<file path="config.mk">
export PLATFORM = sky130hd
export DESIGN_NAME = spi_regfile
export DESIGN_NICKNAME = d
export VERILOG_FILES = /design/src/rtl/spi_regfile.sv
export SDC_FILE = /design/constraint.sdc
export NUM_CORES = 1
export LEC_CHECK = 0
export CAP_MARGIN = 20
export CORE_MARGIN = 1.5
export CORE_UTILIZATION = 57
export CTS_CLUSTER_SIZE = 24
export DETAILED_ROUTE_END_ITERATION = 10
export PLACE_DENSITY = 0.85
export SYNTH_ARGS = -nofsm -noshare
export SYNTH_HDL_FRONTEND = slang
export SYNTH_SLANG_ARGS = --single-unit
export TNS_END_PERCENT = 1
</file>
<file path="constraint.sdc">
create_clock -name wb_clk_i -period 2.27 [get_ports wb_clk_i]
set_input_delay 0.454 -clock wb_clk_i [delete_from_list [all_inputs] [get_ports wb_clk_i]]
set_output_delay 0.454 -clock wb_clk_i [all_outputs]
set_load 0.02 [all_outputs]
</file>
<file path="src/rtl/spi_regfile.sv">
// SPI slave register file: oversampled SPI front end, command/address decode,
// auto-incrementing burst read/write and a flat register bank, all on wb_clk_i.
module spi_regfile #(
  parameter int                DATA_W    = 8,
  parameter int                NREG      = 4,
  parameter bit                CPOL      = 1'b0,
  parameter bit                CPHA      = 1'b0,
  parameter logic [DATA_W-1:0] RESET_VAL = '0,
  localparam int               ADDR_W    = (NREG > 1) ? $clog2(NREG) : 1
) (
  input  logic                     wb_clk_i,
  input  logic                     wb_rst_ni,
  input  logic                     spi_clk,
  input  logic                     spi_sel,
  input  logic                     spi_mosi,
  output logic                     spi_miso,
  output logic                     spi_miso_oeb,
  output logic [NREG*DATA_W-1:0]   reg_data,
  output logic                     wr_stb,
  output logic [ADDR_W-1:0]        wr_addr,
  output logic                     busy
);

  localparam int SH_W = (DATA_W > 8) ? DATA_W : 8;

  typedef enum logic [1:0] {
    ST_IDLE = 2'd0,
    ST_CMD  = 2'd1,
    ST_DATA = 2'd2
  } state_t;

  function automatic logic in_range(input logic [6:0] a);
    return ({25'd0, a} < 32'(NREG));
  endfunction

  // Out-of-range addresses read back as zero.
  function automatic logic [DATA_W-1:0] rd_word(input logic [6:0] a,
                                                input logic [NREG-1:0][DATA_W-1:0] r);
    logic [DATA_W-1:0] v;
    if (in_range(a)) begin
      v = r[a[ADDR_W-1:0]];
    end else begin
      v = '0;
    end
    return v;
  endfunction

  logic [2:0]                      sclk_q;
  logic [2:0]                      sel_q;
  logic [1:0]                      mosi_q;
  state_t                          state_q;
  logic [4:0]                      bit_cnt_q;
  logic [SH_W-2:0]                 rx_q;
  logic [6:0]                      addr_q;
  logic                            rw_q;
  logic [DATA_W-1:0]               tx_q;
  logic                            miso_q;
  logic                            busy_q;
  logic                            wr_stb_q;
  logic [ADDR_W-1:0]               wr_addr_q;
  logic [NREG-1:0][DATA_W-1:0]     regs_q;

  logic            clk_rise_s, clk_fall_s, sample_s, shift_s;
  logic            sel_fall_s, sel_rise_s, mosi_s;
  logic [SH_W-1:0] rx_d;
  logic [6:0]      addr_d;

  // 2-FF synchronisers; the third clock/select stage is the edge-detect history.
  always_ff @(posedge wb_clk_i) begin
    if (!wb_rst_ni) begin
      sclk_q <= {3{CPOL}};
      sel_q  <= 3'b111;
      mosi_q <= 2'b00;
    end else begin
      sclk_q <= {sclk_q[1:0], spi_clk};
      sel_q  <= {sel_q[1:0], spi_sel};
      mosi_q <= {mosi_q[0], spi_mosi};
    end
  end

  assign clk_rise_s = sclk_q[1] & ~sclk_q[2];
  assign clk_fall_s = ~sclk_q[1] & sclk_q[2];
  assign sel_fall_s = ~sel_q[1] & sel_q[2];
  assign sel_rise_s = sel_q[1] & ~sel_q[2];
  assign mosi_s     = mosi_q[1];
  // Clock edges seen while select is high are dropped.
  assign sample_s   = ~sel_q[1] & ((CPOL == CPHA) ? clk_rise_s : clk_fall_s);
  assign shift_s    = ~sel_q[1] & ((CPOL == CPHA) ? clk_fall_s : clk_rise_s);
  assign rx_d       = {rx_q, mosi_s};
  assign addr_d     = (addr_q == 7'(NREG - 1)) ? 7'd0 : addr_q + 7'd1;

  // Frame FSM, register bank and registered outputs.
  always_ff @(posedge wb_clk_i) begin
    if (!wb_rst_ni) begin
      state_q   <= ST_IDLE;
      bit_cnt_q <= 5'd0;
      rx_q      <= '0;
      addr_q    <= 7'd0;
      rw_q      <= 1'b0;
      tx_q      <= '0;
      miso_q    <= 1'b0;
      busy_q    <= 1'b0;
      wr_stb_q  <= 1'b0;
      wr_addr_q <= '0;
      regs_q    <= {NREG{RESET_VAL}};
    end else begin
      wr_stb_q <= 1'b0;
      if (sel_rise_s) begin
        state_q   <= ST_IDLE;
        busy_q    <= 1'b0;
        miso_q    <= 1'b0;
        bit_cnt_q <= 5'd0;
      end else begin
        case (state_q)
          ST_IDLE: begin
            miso_q <= 1'b0;
            if (sel_fall_s) begin
              state_q   <= ST_CMD;
              busy_q    <= 1'b1;
              bit_cnt_q <= 5'd0;
            end
          end
          ST_CMD: begin
            if (sample_s) begin
              rx_q <= rx_d[SH_W-2:0];
              if (bit_cnt_q == 5'd7) begin
                state_q   <= ST_DATA;
                bit_cnt_q <= 5'd0;
                addr_q    <= rx_d[6:0];
                rw_q      <= rx_d[7];
                tx_q      <= rd_word(rx_d[6:0], regs_q);
              end else begin
                bit_cnt_q <= bit_cnt_q + 5'd1;
              end
            end
          end
          ST_DATA: begin
            if (sample_s) begin
              rx_q <= rx_d[SH_W-2:0];
              if (bit_cnt_q == 5'(DATA_W - 1)) begin
                bit_cnt_q <= 5'd0;
                addr_q    <= addr_d;
                if (rw_q) begin
                  tx_q <= rd_word(addr_d, regs_q);
                end else if (in_range(addr_q)) begin
                  regs_q[addr_q[ADDR_W-1:0]] <= rx_d[DATA_W-1:0];
                  wr_stb_q                   <= 1'b1;
                  wr_addr_q                  <= addr_q[ADDR_W-1:0];
                end
              end else begin
                bit_cnt_q <= bit_cnt_q + 5'd1;
              end
            end else if (shift_s && rw_q) begin
              miso_q <= tx_q[DATA_W-1];
              tx_q   <= tx_q << 1;
            end
          end
          default: begin
            state_q <= ST_IDLE;
            busy_q  <= 1'b0;
            miso_q  <= 1'b0;
          end
        endcase
      end
    end
  end

  assign spi_miso     = miso_q & ~sel_q[1];
  assign spi_miso_oeb = sel_q[1];
  assign reg_data     = regs_q;
  assign wr_stb       = wr_stb_q;
  assign wr_addr      = wr_addr_q;
  assign busy         = busy_q;

endmodule

</file>
==> results.py <==
metrics = {
    "run_status": {
        "status": "finished, final reports clean",
    },
    "cts": {
        "cts_tree": "done",
        "post_cts_buffers": 0,
        "path_clk_slew_ps": 80,
        "cts.sinks": 75,
        "cts.path.max_buffers": 2,
        "numCtsBuffers": 9,
        "cts_hold_buf": 0,
        "cts_root_buffer": "clkbuf_8",
        "cts_resized": 0,
        "clk_latency_ps": 360,
        "ctsHtreeMaxLevel": 3,
    },
    "route": {
        "firstDrtPassIters": 5,
        "drcViolationCount": 0,
        "vias_per_cell": 5.99,
        "wl_per_cell_um": 17.4,
        "num_vias": 3335,
        "detail-route-antenna-nets": 0,
        "drtIter0Drc": 305,
        "wl_um": 9720,
    },
    "cells_and_area": {
        "multi_input_area_mm2": 0.00226,
        "instances_no_fill": 557,
        "seq_area_mm2": 0.00150,
        "num-nets-final": 470,
        "diodes": 0,
        "fill_cells": 547,
        "area_delta_synth_final_pct": 14.3,
        "drive_above_1_share_pct": 16.3,
    },
    "die": {
        "die_w_um": 86.7,
        "rows": 30,
        "coreArea_mm2": 0.00679,
        "fp.dieArea_mm2": 0.00752,
        "start_util_pct": 58.8,
        "io_pins": 43,
        "die_h_um": 86.7,
    },
    "timing": {
        "final-setup-viol-count": 0,
        "fin_setup_tns_ps": 0,
        "fin_skew_ps": 12.2,
        "hold_violations": 0,
        "slew_headroom_pct": 58.6,
        "rsz0062_at_grt": "no",
        "fmaxAchievable_ghz": 0.479,
        "period_share_pct": 92.0,
        "max_slew.worst_pin.slew_ps": 618,
        "slew_viol_final": 0,
        "layout_min_cycle_time_ps": 2090,
    },
    "setup_path": {
        "cp_max_fo": 17,
        "path_class": "flop to flop",
        "endpoint": "tx_q[2]$_SDFFE_PN0P_",
        "reg2reg_slack_ps": 180,
        "crit_slowest_cell": "nor2_1",
        "slowest_delay_ps": 540,
        "worstRegToRegCells": 7,
        "r2r-start": "state_q[0]$_SDFFE_PP0P_",
        "startpoint": "state_q[0]$_SDFFE_PP0P_",
        "worstPathCellList": "inv_1, ha_1, buf_4, clkinv_1, nor2_1, a22oi_1, a31oi_1",
        "worstPathArrival_ps": 2370,
        "cp-start-kind": "flop",
        "crit_required_ps": 2550,
        "r2r-end": "tx_q[2]$_SDFFE_PN0P_",
        "crit_path_end_kind": "flop",
    },
    "logic_synthesis": {
        "yosysWarnings": 0,
        "synth_edf_count": 0,
        "syn_inst": 427,
        "syn-cell-area_mm2": 0.00400,
        "yosysMostFrequentCell": "nand2_1",
        "ys_seq_elements": 75,
        "syn_avg_cell_area_um2": 9.36,
        "yosysTopAreaCell": "dfxtp_1",
        "synthTopCellsByCount": "84 x nand2_1, 75 x dfxtp_1, 28 x mux2i_1",
        "syn_nets": 440,
        "seq_area_frac_synth_pct": 37.6,
        "synth_top_area_share_pct": 37.6,
        "synth_cell_types": 57,
        "synth-async-reset-ratio_pct": 0,
        "synthFlopType": "dfxtp_1",
        "synthTopCellsByArea": "dfxtp_1 38%, nand2_1 7.9%, mux2i_1 7.0%",
    },
    "global_routing": {
        "first_global_vias": 3257,
        "antenna_found_initial": 0,
        "grt_pass1_wl_um": 16300,
        "grt_overflow": 0,
        "grt_max_degree": 68,
        "grtUsageTotal_pct": 28.3,
    },
    "placed_design": {
        "placedCellCount": 542,
        "port_buffers": 42,
        "gp_congestion": 0.957,
        "dp_hpwl_um": 6630,
    },
    "flow_run": {
        "cap_violations": 0,
    },
    "min_path": {
        "min_path_type": "flop to flop",
    },
    "power_and_ir_drop": {
        "powerDensity_mw_per_mm2": 528,
        "vdd_drop_max_mv": 0.351,
        "cellLeakagePower_uw": 0.00154,
    },
}
## flip-flops by register name, indices dropped and copies added, names as in the netlist, 2 cells and up
signal     count
addr_q         7
tx_q           8
reg_data      32
state_q        2
wr_addr        2
bit_cnt_q      5
sclk_q         3
mosi_q         2
sel_q          3
rx_q           7
## worst min-delay path by stage
stage                              from                  end  slack, ps  depth (start not counted)
floorplan           sel_q[0]$_SDFF_PN1_  sel_q[1]$_SDFF_PN1_        390                          1
global placement    sel_q[0]$_SDFF_PN1_  sel_q[1]$_SDFF_PN1_        400                          1
detailed placement  sel_q[0]$_SDFF_PN1_  sel_q[1]$_SDFF_PN1_        390                          1
CTS                 sel_q[0]$_SDFF_PN1_  sel_q[1]$_SDFF_PN1_        410                          1
global route        sel_q[0]$_SDFF_PN1_  sel_q[1]$_SDFF_PN1_        440                          1
finish              sel_q[0]$_SDFF_PN1_  sel_q[1]$_SDFF_PN1_        410                          1
## logic make-up after synthesis
kind of cell	share of synthesized area, %
buffers and inverters	5.79
multiplexers	12.9
AO/OA/AOI/OAI	20.0
flip-flops	37.6
AND/OR/NAND/NOR	20.1
adder cells (fa/ha/maj)	2.50
XOR/XNOR	1.10
## layer usage
layer / GRT usage, % / share of wire [%]
met4: 10.3 / 1.9
met2: 43.6 / 46
met5: 0 / 0
met3: 8.38 / 8.5
met1: 37.6 / 43
## metrics by stage
| step | cell area (µm²) | utilization (%) | power [µW] | worst slack, ps | hold WS, ps |
|---|---|---|---|---|---|
| finish | 4570 | 67.2 | 2410 | 182 | 409 |
| global route | 4570 | 67.2 | 2510 | 17.2 | 436 |
| CTS | 4570 | 67.2 | 2420 | 221 | 411 |
| detailed placement | 4410 | 64.9 | 1560 | 231 | 393 |
| global placement | 4410 | 64.9 | 1550 | 273 | 400 |
| floorplan | 4000 | - | 1520 | 491 | 386 |
## final cells by class
cell class                 count  share of cell area (%)
multi-input combinational    310                    49.5
clock buffer                  10                    2.79
sequential                    75                    32.9
inverter                       9                   0.740
tap                           96                    2.63
clock inverter                 5                   0.685
timing repair buffer          52                    10.7
## power breakdown
group          internal, µW  leakage, µW  switching (µW)  total (µW)
logic                  72.9     0.000848            90.2         163
clock network           387    0.0000819             492         879
registers              1350     0.000607            22.6        1370
## cell usage in the layout, fill, tap and decap left out, types with 2 or more instances in the layout
cell type	n
nand4_1	2
dfxtp_1	75
a21boi_0	9
nand3_1	6
a21boi_2	24
mux2_2	5
clkbuf_8	9
a22oi_1	7
nor2_1	9
o21ai_0	12
a21oi_1	13
clkdlybuf4s50_1	41
mux2i_1	28
and2_4	3
nor4_1	2
nor2b_1	14
clkinv_2	3
nand2b_1	6
ha_1	8
xnor2_1	2
and4_1	2
a211oi_1	2
o211a_1	3
buf_4	10
o2111ai_1	5
xor2_1	3
mux4_2	8
inv_1	8
o22ai_1	2
a31oi_1	8
nor3b_1	2
o21a_1	3
nand2_1	84
nor3_1	5
and2_1	14
## critical path: cells and delay by family, from the launching register on
kind | cells | cell delay [ps]
compound gates | 2 | 400
fa+ha+maj | 1 | 160
flops | 1 | 330
buf+inv | 3 | 570
simple gates | 1 | 540
No activity file was read; power rests on OpenSTA's default activity.
